## config.mk

```make
export PLATFORM = sky130hd
export DESIGN_NAME = stack_unloader
export DESIGN_NICKNAME = d
export VERILOG_FILES = /design/src/rtl/stack_pkg.sv /design/src/rtl/stack_unloader_outreg.sv /design/src/rtl/stack_unloader.sv
export SDC_FILE = /design/constraint.sdc
export NUM_CORES = 1
export LEC_CHECK = 0
export CAP_MARGIN = 30
export CORE_UTILIZATION = 50
export DETAILED_ROUTE_END_ITERATION = 16
export DONT_BUFFER_PORTS = 1
export GPL_ROUTABILITY_DRIVEN = 0
export PLACE_DENSITY = 0.7
export SLEW_MARGIN = 20
export SYNTH_ARGS = -nofsm -noshare
export SYNTH_HDL_FRONTEND = slang
export SYNTH_SLANG_ARGS = --single-unit
export TNS_END_PERCENT = 20
```

## constraint.sdc

```tcl
create_clock -name clk -period 2.4 [get_ports clk]
set_clock_uncertainty 0.1 [all_clocks]
set_input_delay 0.24 -clock clk [delete_from_list [all_inputs] [get_ports clk]]
set_output_delay 0.24 -clock clk [all_outputs]
set_load 0.01 [all_outputs]
```

## src/rtl/stack_pkg.sv

```systemverilog
// Shared constants for the synchronous stack and its unloader: default
// widths, the counter-width derivation and the unloader FSM encoding.
package stack_pkg;

  localparam int STK_DW    = 5;
  localparam int STK_DEPTH = 4;

  // len/rem must hold 0..2**depth inclusive, hence one extra bit.
  function automatic int stk_cw(input int depth);
    return depth + 1;
  endfunction

  typedef enum logic [1:0] {
    ST_IDLE  = 2'd0,
    ST_RUN   = 2'd1,
    ST_FLUSH = 2'd2,
    ST_DONE  = 2'd3
  } unl_state_e;

endpackage

```

## src/rtl/stack_unloader_outreg.sv

```systemverilog
// One-entry output register for the unloader's valid/ready port.
// A load overwrites the entry (the caller only loads when it is empty or
// being handed off); otherwise the entry holds until accepted.
// Optional: STACK_UNLOADER_PARITY_EN adds an even-parity bit stored with the word.
module stack_unloader_outreg
  import stack_pkg::*;
#(
  parameter int DW = STK_DW
) (
  input  logic          clk,
  input  logic          rst,
  input  logic          load_i,
  input  logic [DW-1:0] data_i,
  input  logic          last_i,
  input  logic          ready_i,
  output logic          valid_o,
  output logic [DW-1:0] data_o,
  output logic          last_o
`ifdef STACK_UNLOADER_PARITY_EN
  , output logic        parity_o
`endif
);

  logic          valid_q, valid_d;
  logic [DW-1:0] data_q, data_d;
  logic          last_q, last_d;

  // Next entry: load wins, a handshake empties, otherwise hold.
  always_comb begin
    valid_d = valid_q;
    data_d  = data_q;
    last_d  = last_q;
    if (load_i) begin
      valid_d = 1'b1;
      data_d  = data_i;
      last_d  = last_i;
    end else if (ready_i) begin
      valid_d = 1'b0;
    end
  end

  // Entry register with synchronous reset.
  always_ff @(posedge clk) begin
    if (rst) begin
      valid_q <= 1'b0;
      data_q  <= '0;
      last_q  <= 1'b0;
    end else begin
      valid_q <= valid_d;
      data_q  <= data_d;
      last_q  <= last_d;
    end
  end

  assign valid_o = valid_q;
  assign data_o  = data_q;
  assign last_o  = last_q;

`ifdef STACK_UNLOADER_PARITY_EN
  logic parity_q;

  // Parity is captured alongside the word so it always matches data_o.
  always_ff @(posedge clk) begin
    if (rst) begin
      parity_q <= 1'b0;
    end else if (load_i) begin
      parity_q <= ^data_i;
    end
  end

  assign parity_o = parity_q;
`endif

endmodule

```

## src/rtl/stack_unloader.sv

```systemverilog
// Pops up to len words from the synchronous stack (newest first) and
// streams them on a valid/ready port. len=0 drains until the stack is empty.
// Optional: STACK_UNLOADER_PARITY_EN adds m_parity_o (even parity of m_data_o).
//
// state | meaning
// IDLE  | waiting for start_i
// RUN   | popping words while the output register can take them
// FLUSH | no more pops; waiting for the held word to be accepted
// DONE  | one-cycle completion pulse
module stack_unloader
  import stack_pkg::*;
#(
  parameter int DW    = STK_DW,
  parameter int DEPTH = STK_DEPTH,
  parameter int CW    = stk_cw(DEPTH)
) (
  input  logic          clk,
  input  logic          rst,
  input  logic          start_i,
  input  logic [CW-1:0] len_i,
  output logic          busy_o,
  output logic          done_o,
  output logic          underrun_o,
  input  logic          stk_empty_i,
  input  logic [DW-1:0] stk_dout_i,
  output logic          stk_pop_o,
  output logic          m_valid_o,
  input  logic          m_ready_i,
  output logic [DW-1:0] m_data_o,
  output logic          m_last_o
`ifdef STACK_UNLOADER_PARITY_EN
  , output logic        m_parity_o
`endif
);

  unl_state_e    state_q, state_d;
  logic [CW-1:0] rem_q, rem_d;
  logic          drain_q, drain_d;
  logic          underrun_q, underrun_d;
  logic          pop_raw;
  logic          load_last;
  logic          out_valid;
  logic          out_last;

  // Next-state, rem counter and pop decision.
  always_comb begin
    state_d    = state_q;
    rem_d      = rem_q;
    drain_d    = drain_q;
    underrun_d = underrun_q;
    pop_raw    = 1'b0;
    load_last  = 1'b0;
    case (state_q)
      ST_IDLE: begin
        if (start_i) begin
          state_d    = ST_RUN;
          rem_d      = len_i;
          drain_d    = (len_i == '0);
          underrun_d = 1'b0;
        end
      end
      ST_RUN: begin
        pop_raw = !stk_empty_i && (drain_q || rem_q != '0) && (!out_valid || m_ready_i);
        if (pop_raw) begin
          if (!drain_q) begin
            rem_d = rem_q - CW'(1);
            if (rem_q == CW'(1)) begin
              load_last = 1'b1;
              state_d   = ST_FLUSH;
            end
          end
        end else if (stk_empty_i || (!drain_q && rem_q == '0)) begin
          state_d = ST_FLUSH;
          if (!drain_q && rem_q != '0) begin
            underrun_d = 1'b1;
          end
        end
      end
      ST_FLUSH: begin
        if (!out_valid || m_ready_i) begin
          state_d = ST_DONE;
        end
      end
      ST_DONE: begin
        state_d = ST_IDLE;
      end
      default: begin
        state_d = ST_IDLE;
      end
    endcase
  end

  // Control registers with synchronous reset.
  always_ff @(posedge clk) begin
    if (rst) begin
      state_q    <= ST_IDLE;
      rem_q      <= '0;
      drain_q    <= 1'b0;
      underrun_q <= 1'b0;
    end else begin
      state_q    <= state_d;
      rem_q      <= rem_d;
      drain_q    <= drain_d;
      underrun_q <= underrun_d;
    end
  end

  // The stack pointer moves on the same edge, so the strobe is masked during reset.
  assign stk_pop_o = pop_raw && !rst;

  stack_unloader_outreg #(
    .DW(DW)
  ) u_outreg (
    .clk     (clk),
    .rst     (rst),
    .load_i  (stk_pop_o),
    .data_i  (stk_dout_i),
    .last_i  (load_last),
    .ready_i (m_ready_i),
    .valid_o (out_valid),
    .data_o  (m_data_o),
    .last_o  (out_last)
`ifdef STACK_UNLOADER_PARITY_EN
    , .parity_o(m_parity_o)
`endif
  );

  assign m_valid_o  = out_valid;
  assign busy_o     = (state_q == ST_RUN) || (state_q == ST_FLUSH);
  assign done_o     = (state_q == ST_DONE);
  assign underrun_o = underrun_q;

  // Without an occupancy hint the final drain word is only known once no
  // further pop can happen: in FLUSH, or in RUN with the stack already empty
  // (pushes are excluded while busy). The RUN case keeps m_last on a word
  // that is accepted before the FSM reaches FLUSH.
  assign m_last_o = out_valid &&
                    (out_last || (state_q == ST_FLUSH) ||
                     (state_q == ST_RUN && stk_empty_i));

endmodule

```

### Word-level counts from Yosys, hierarchy flattened

Cells that the tools add are included.

* $mul: 0
* add/subtract/negate cells: 1
* reductions and logical operators: 27
* shifts and indexed selects: 0
* muxes and demuxes: 23
* div/mod/pow operators: 0
* equality and inequality tests: 14
* $lt $le $gt $ge: 0
* bitwise gates (word level): 0

Operator list (count)
* two-way mux 5 bit: 3
* inequality test 2 bit, second input constant: 7
* two-way mux 2 bit: 6
* two-way mux 1 bit: 11
* logical NOT 5 bit: 2
* case mux 5 bit (2 select lines): 1
* AND reduction 5 bit: 2
* inequality test 3 bit, second input constant: 3
* case mux 2 bit (4 select lines): 1
* logical AND 1 bit: 7
* logical OR 1 bit: 6
* equality test 5 x 1 -> 1 bit, second input constant: 1
* nonzero test 5 bit: 1
* subtractor 5 x 1 -> 5 bit, second input constant: 1
* equality test 2 bit, second input constant: 2
* logical NOT 1 bit: 4
* AND reduction 4 bit: 1
* nonzero test 2 bit: 2
* equality test 2 x 1 -> 1 bit, second input constant: 1
* logical NOT 2 bit: 1
* case mux 1 bit (2 select lines): 1
* AND reduction 2 bit: 1

* memories: 0
* bits in writable memories: 0
* logic and storage cells: 72
* output and inout port bits: 11
* flip-flop bits (word level): 16
* bits in read-only memories: 0
* input port bits: 15
* bits in latches: 0

### Longest topological paths before layout

* word-level depth: 7
* gate-level depth with buffers: 7

### By module

Synthesis repeated with hierarchy kept, for this count alone.

* cell total of the unflattened synthesis: 107
* area, all modules: 950.9 sq um

Modules (own cells, without submodules)
* stack_unloader: sequential area each 180.2 sq um, cells each 84, area each 701.9 sq um, times used 1
* stack_unloader_outreg: sequential area each 140.1 sq um, cells each 23, area each 249.0 sq um, times used 1

### Worst setup path after synthesis

Ideal clock, no wire load.

* kind: register to register
* start: reg rem_q[0]
* end: reg rem_q[4]
* setup time: 117 ps
* stages on the path, launching flop included: 7
* required time: 2183 ps
* data arrival time: 1659 ps
* clock period less this slack: 1876 ps
* slack: 524 ps
* cell sequence: dfxtp_1 inv_1 ha_1 nor4b_2 or4_1 nand2b_1 a32o_1

* word-level cells in the longest chain between the ends: 6

Ends and longest elaborated chain
* start, declared: RTL line stack_unloader.sv:37 `logic [CW-1:0] rem_q, rem_d;`
* start signal, assigned: RTL line stack_unloader.sv:102 `rem_q <= rem_d;`
* branches (longest 6 deep; another with subtractor 5 x 1 -> 5 bit)

Parallel ways; which one is timed is not known. The select of a mux whose other input is x is not followed.
A chain may end at the register's enable or synchronous reset.

### Worst setup path in the final report

* start: reg state_q[1]
* end: out stk_pop_o

* word-level cells in the longest chain between the ends: 3

Ends and longest elaborated chain
* start, declared: RTL line stack_unloader.sv:36 `unl_state_e state_q, state_d;`
* start signal, assigned: RTL line stack_unloader.sv:101 `state_q <= state_d;`
* equality test 2 x 1 -> 1 bit: RTL line stack_unloader.sv:53 `case (state_q)`
* two-way mux 1 bit: RTL line stack_unloader.sv:53
* logical AND 1 bit: RTL line stack_unloader.sv:109 `assign stk_pop_o = pop_raw && !rst;`
* end, declared: RTL line stack_unloader.sv:26 `output logic stk_pop_o,`

No other way between the ends.

==> impl_summary.txt <==
----------------------------------------------------
[Detailed routing]
  Routed WL per cell ... 15.5 µm
  Number of antenna-violating nets in the routed design ... 0
  Final WL ... 2210 µm
  Drt first pass iters ... 4
  Vias per inst ... 5.97
  Detailed-route via count ... 854
  DRC Markers ... 0
  Initial drt markers ... 32

[Global routing]
  Maximum number of pins on one net before global-route repair ... 12
  Global-route wire length before repair ... 3240 µm
  Global Route Usage Sum ... 21.2%
  Via count of the first global-routing pass ... 707
  Overflow after GRT ... 0
  Antenna violations before repair ... 0

[Yosys]
  Yosys cell types ... 42
  Count of yosys warnings during synthesis ... 0
  Post-Syn Area ... 1000 µm²
  Fraction of the yosys area taken by sequential cells ... 32.0%
  Synthesized instance count ... 111
  Number of synthesized flops with an enable pin ... 0
  Synth Register Bits ... 16
  Post-synthesis average cell area ... 9.02 µm²
  Async set-reset flop share out of synthesis ... 0%
  Synthesized net count ... 133
  Commonest register cell after synthesis ... sky130_fd_sc_hd__dfxtp_1

[Job]
  Maximum capacitance violations ... 0

[STA]
  Number of failing hold endpoints at the final stage ... 1
  Worst Hold Margin ... -1.21 ps
  Headroom to the max-slew limit ... 68.8%
  Final setup vio count ... 0
  Count of pins over their slew limit ... 0
  Minimum clock period after layout ... 2110 ps
  Transition time at the pin with the least slew margin ... 455 ps
  Ratio of final minimum period to clock period ... a little under 90%
  Setup repair after global routing missed its margin ... false
  Upper clock frequency limit ... about 470 MHz
  Summed negative setup slack over all endpoints ... 0 ps

[Critical path]
  Crit path capture type ... output port
  Critical path start-end classification ... reg -> out
  Register-to-register setup slack ... 360 ps
  Critical path launch point type ... flip-flop
  CP required ... 2060 ps
  Peak fanout along the critical path ... 6
  R2r worst-path depth ... 6
  CP Data Arrival Time ... 1770 ps
  Startpoint of the worst register-to-register path ... rem_q[0]
  Worst reg2reg endpoint ... rem_q[4]

[Floorplanning]
  Horizontal die dimension ... 46.7 µm
  Core Box Area ... around 1800 µm²
  Boundary Pins ... 26
  Number of cell rows ... 15
  Total die area ... 2180 µm²
  Initial Utilization ... 55.6%
  Die Y ... 46.7 µm

[Worst hold path]
  Endpoint of the worst hold path ... u_outreg.data_o[4]
  Critical hold path startpoint ... stk_dout_i[4]
  Worst hold stages ... 2
  Path category of the worst min-delay check ... in -> reg

[Power and ir drop]
  Cell leakage power ... 0.414 nW
  Part of the power in combinational logic ... 52.9%
  Clk pwr share ... between 10% and 20%
  Pwr/cell area ... approximately 1100 nW/µm²
  IR Drop Worst-Case VDD ... 623 µV
  Reg power frac ... 32.6%
  Net switching power figure ... about 0.54 mW
  Switching power share of the total ... 42.7%
  Int Pwr ... 0.726 mW

[Finish]
  Layout cell share with drive strength beyond 1 ... 11.9%
  Final core occ ... 61.4%
  Most common cell after layout, fill and taps aside ... sky130_fd_sc_hd__dfxtp_1
  Total Nets Final ... 141
  Commonest cells after routing, fill and taps aside ... sky130_fd_sc_hd__dfxtp_1, sky130_fd_sc_hd__nor2_1, sky130_fd_sc_hd__inv_1
  Layout Area Growth over Synthesis ... 10.5%
  # diodes ... 0

[Clocking]
  Insertion delay of the later-clocked pin in the worst-skew pair ... around 300 ps
  Clock Sink Count ... 16
  Buffer cell driving the clock tree root ... sky130_fd_sc_hd__clkbuf_4
  TritonCTS clock tree ... yes
  CTS Buffer Depth ... 2
  Clock slew at the register clock pins of the worst setup and hold paths ... 100 ps
  Number of buffers created by CTS ... 3
  CTS HTree Levels ... 1

[Placed design]
  Number of input and output port buffers inserted ... 0
  Sum of net half-perimeters after detailed placement ... 1660 µm

[Run status]
  Run status ... complete, but fails checks
  Violated checks ... hold timing

----------------------------------------------------
-- routing by layer --
layer	vias up	part of all wire, %	global-route usage (%)	wire length (µm)
li1	424	-	-	-
met1	393	44	29.4	974
met2	35	48	33.6	1050
met3	2	7.2	4.62	160
met4	0	1.0	5.71	22
met5	-	0	0	0
-- state kept, by name, summed over array words and instances (netlist names) --
register          count
rem_q                 5
u_outreg.data_o       5
state_q               2
drain_q               1
u_outreg.last_o       1
u_outreg.valid_o      1
underrun_o            1
-- cells in the mapped netlist, drive strengths merged, types with 2 or more instances --
| cell type | count | share of area [%] |
|---|---|---|
| dfxtp | 16 | 32 |
| ha | 7 | 8.7 |
| nand3 | 2 | 1.0 |
| nor4 | 3 | 3.4 |
| a21oi | 5 | 2.5 |
| or4 | 5 | 4.1 |
| nor4b | 2 | 2.4 |
| nor3 | 2 | 1.0 |
| or2 | 2 | 1.3 |
| nor2 | 12 | 4.5 |
| or2b | 2 | 1.6 |
| nand2 | 4 | 1.5 |
| mux2i | 7 | 7.0 |
| nand2b | 5 | 3.1 |
| nor2b | 3 | 1.9 |
| a211oi | 2 | 2.8 |
| o22ai | 3 | 1.9 |
| a311oi | 2 | 1.8 |
| inv | 9 | 3.4 |
| clkbuf | 2 | 0.75 |
-- final cells by class --
type | count | area [µm²]
multi-input combinational | 84 | 639
timing repair buffer | 5 | 45.0
sequential | 16 | 320
fill | 183 | 696
clock buffer | 4 | 36.3
tap | 25 | 31.3
inverter | 9 | 33.8
-- worst max-delay path by stage --
stage / startpoint / to / depth (start not counted)
after global placement: rem_q[0] / rem_q[4] / 6
after floorplan: rem_q[0] / rem_q[4] / 6
after CTS: state_q[1] / stk_pop_o / 5
final: state_q[1] / stk_pop_o / 5
after global routing: state_q[1] / stk_pop_o / 5
after detailed placement: rem_q[0] / rem_q[4] / 6
-- per-stage QoR --
step / setup WS, ps / instances / hold WS [ps] / power (mW) / area (µm²)
after floorplan: 524 / 111 / 243 / 0.937 / 1000
after global placement: 469 / 135 / 213 / 1.05 / 1030
after detailed placement: 370 / 135 / 214 / 1.07 / 1030
after CTS: 110 / 142 / 0.0188 / 1.26 / 1100
after global routing: 190 / 143 / 11.1 / 1.36 / 1110
final: 288 / 143 / -1.21 / 1.27 / 1110
-- critical path, cell delays in order, from the launching register on --
cell	delay, ps
sky130_fd_sc_hd__dfxtp_1	340
sky130_fd_sc_hd__inv_1	100
sky130_fd_sc_hd__ha_1	180
sky130_fd_sc_hd__or2b_1	330
sky130_fd_sc_hd__a211oi_4	290
sky130_fd_sc_hd__and2_1	220
-- kinds of logic after synthesis --
kind of cell / share of synthesized area (%)
AOI/OAI and AO/OA: 17.5
adders and majority gates: 8.75
buffers and inverters: 4.13
DFF: 32.0
muxes: 8.13
and+or+nand+nor: 29.5
-- power by group through the flow --
| stage | combinational [mW] | clock (mW) | sequential [mW] |
|---|---|---|---|
| detailed placement | 0.652 | 0 | 0.419 |
| global placement | 0.633 | 0 | 0.416 |
| global route | 0.740 | 0.198 | 0.422 |
| floorplan | 0.535 | 0 | 0.402 |
| finish | 0.670 | 0.184 | 0.413 |
| CTS | 0.666 | 0.186 | 0.412 |
-- timing repair --
| action | CTS | global route |
|---|---|---|
| buffers inserted | 0 | 1 |
| hold buffers | 3 | 0 |
| gates resized for setup | 0 | 0 |
| setup endpoints to repair | 0 | 1 |
| endpoints found under the hold margin | 11 | 0 |
Power figures use the tool's default switching activity.
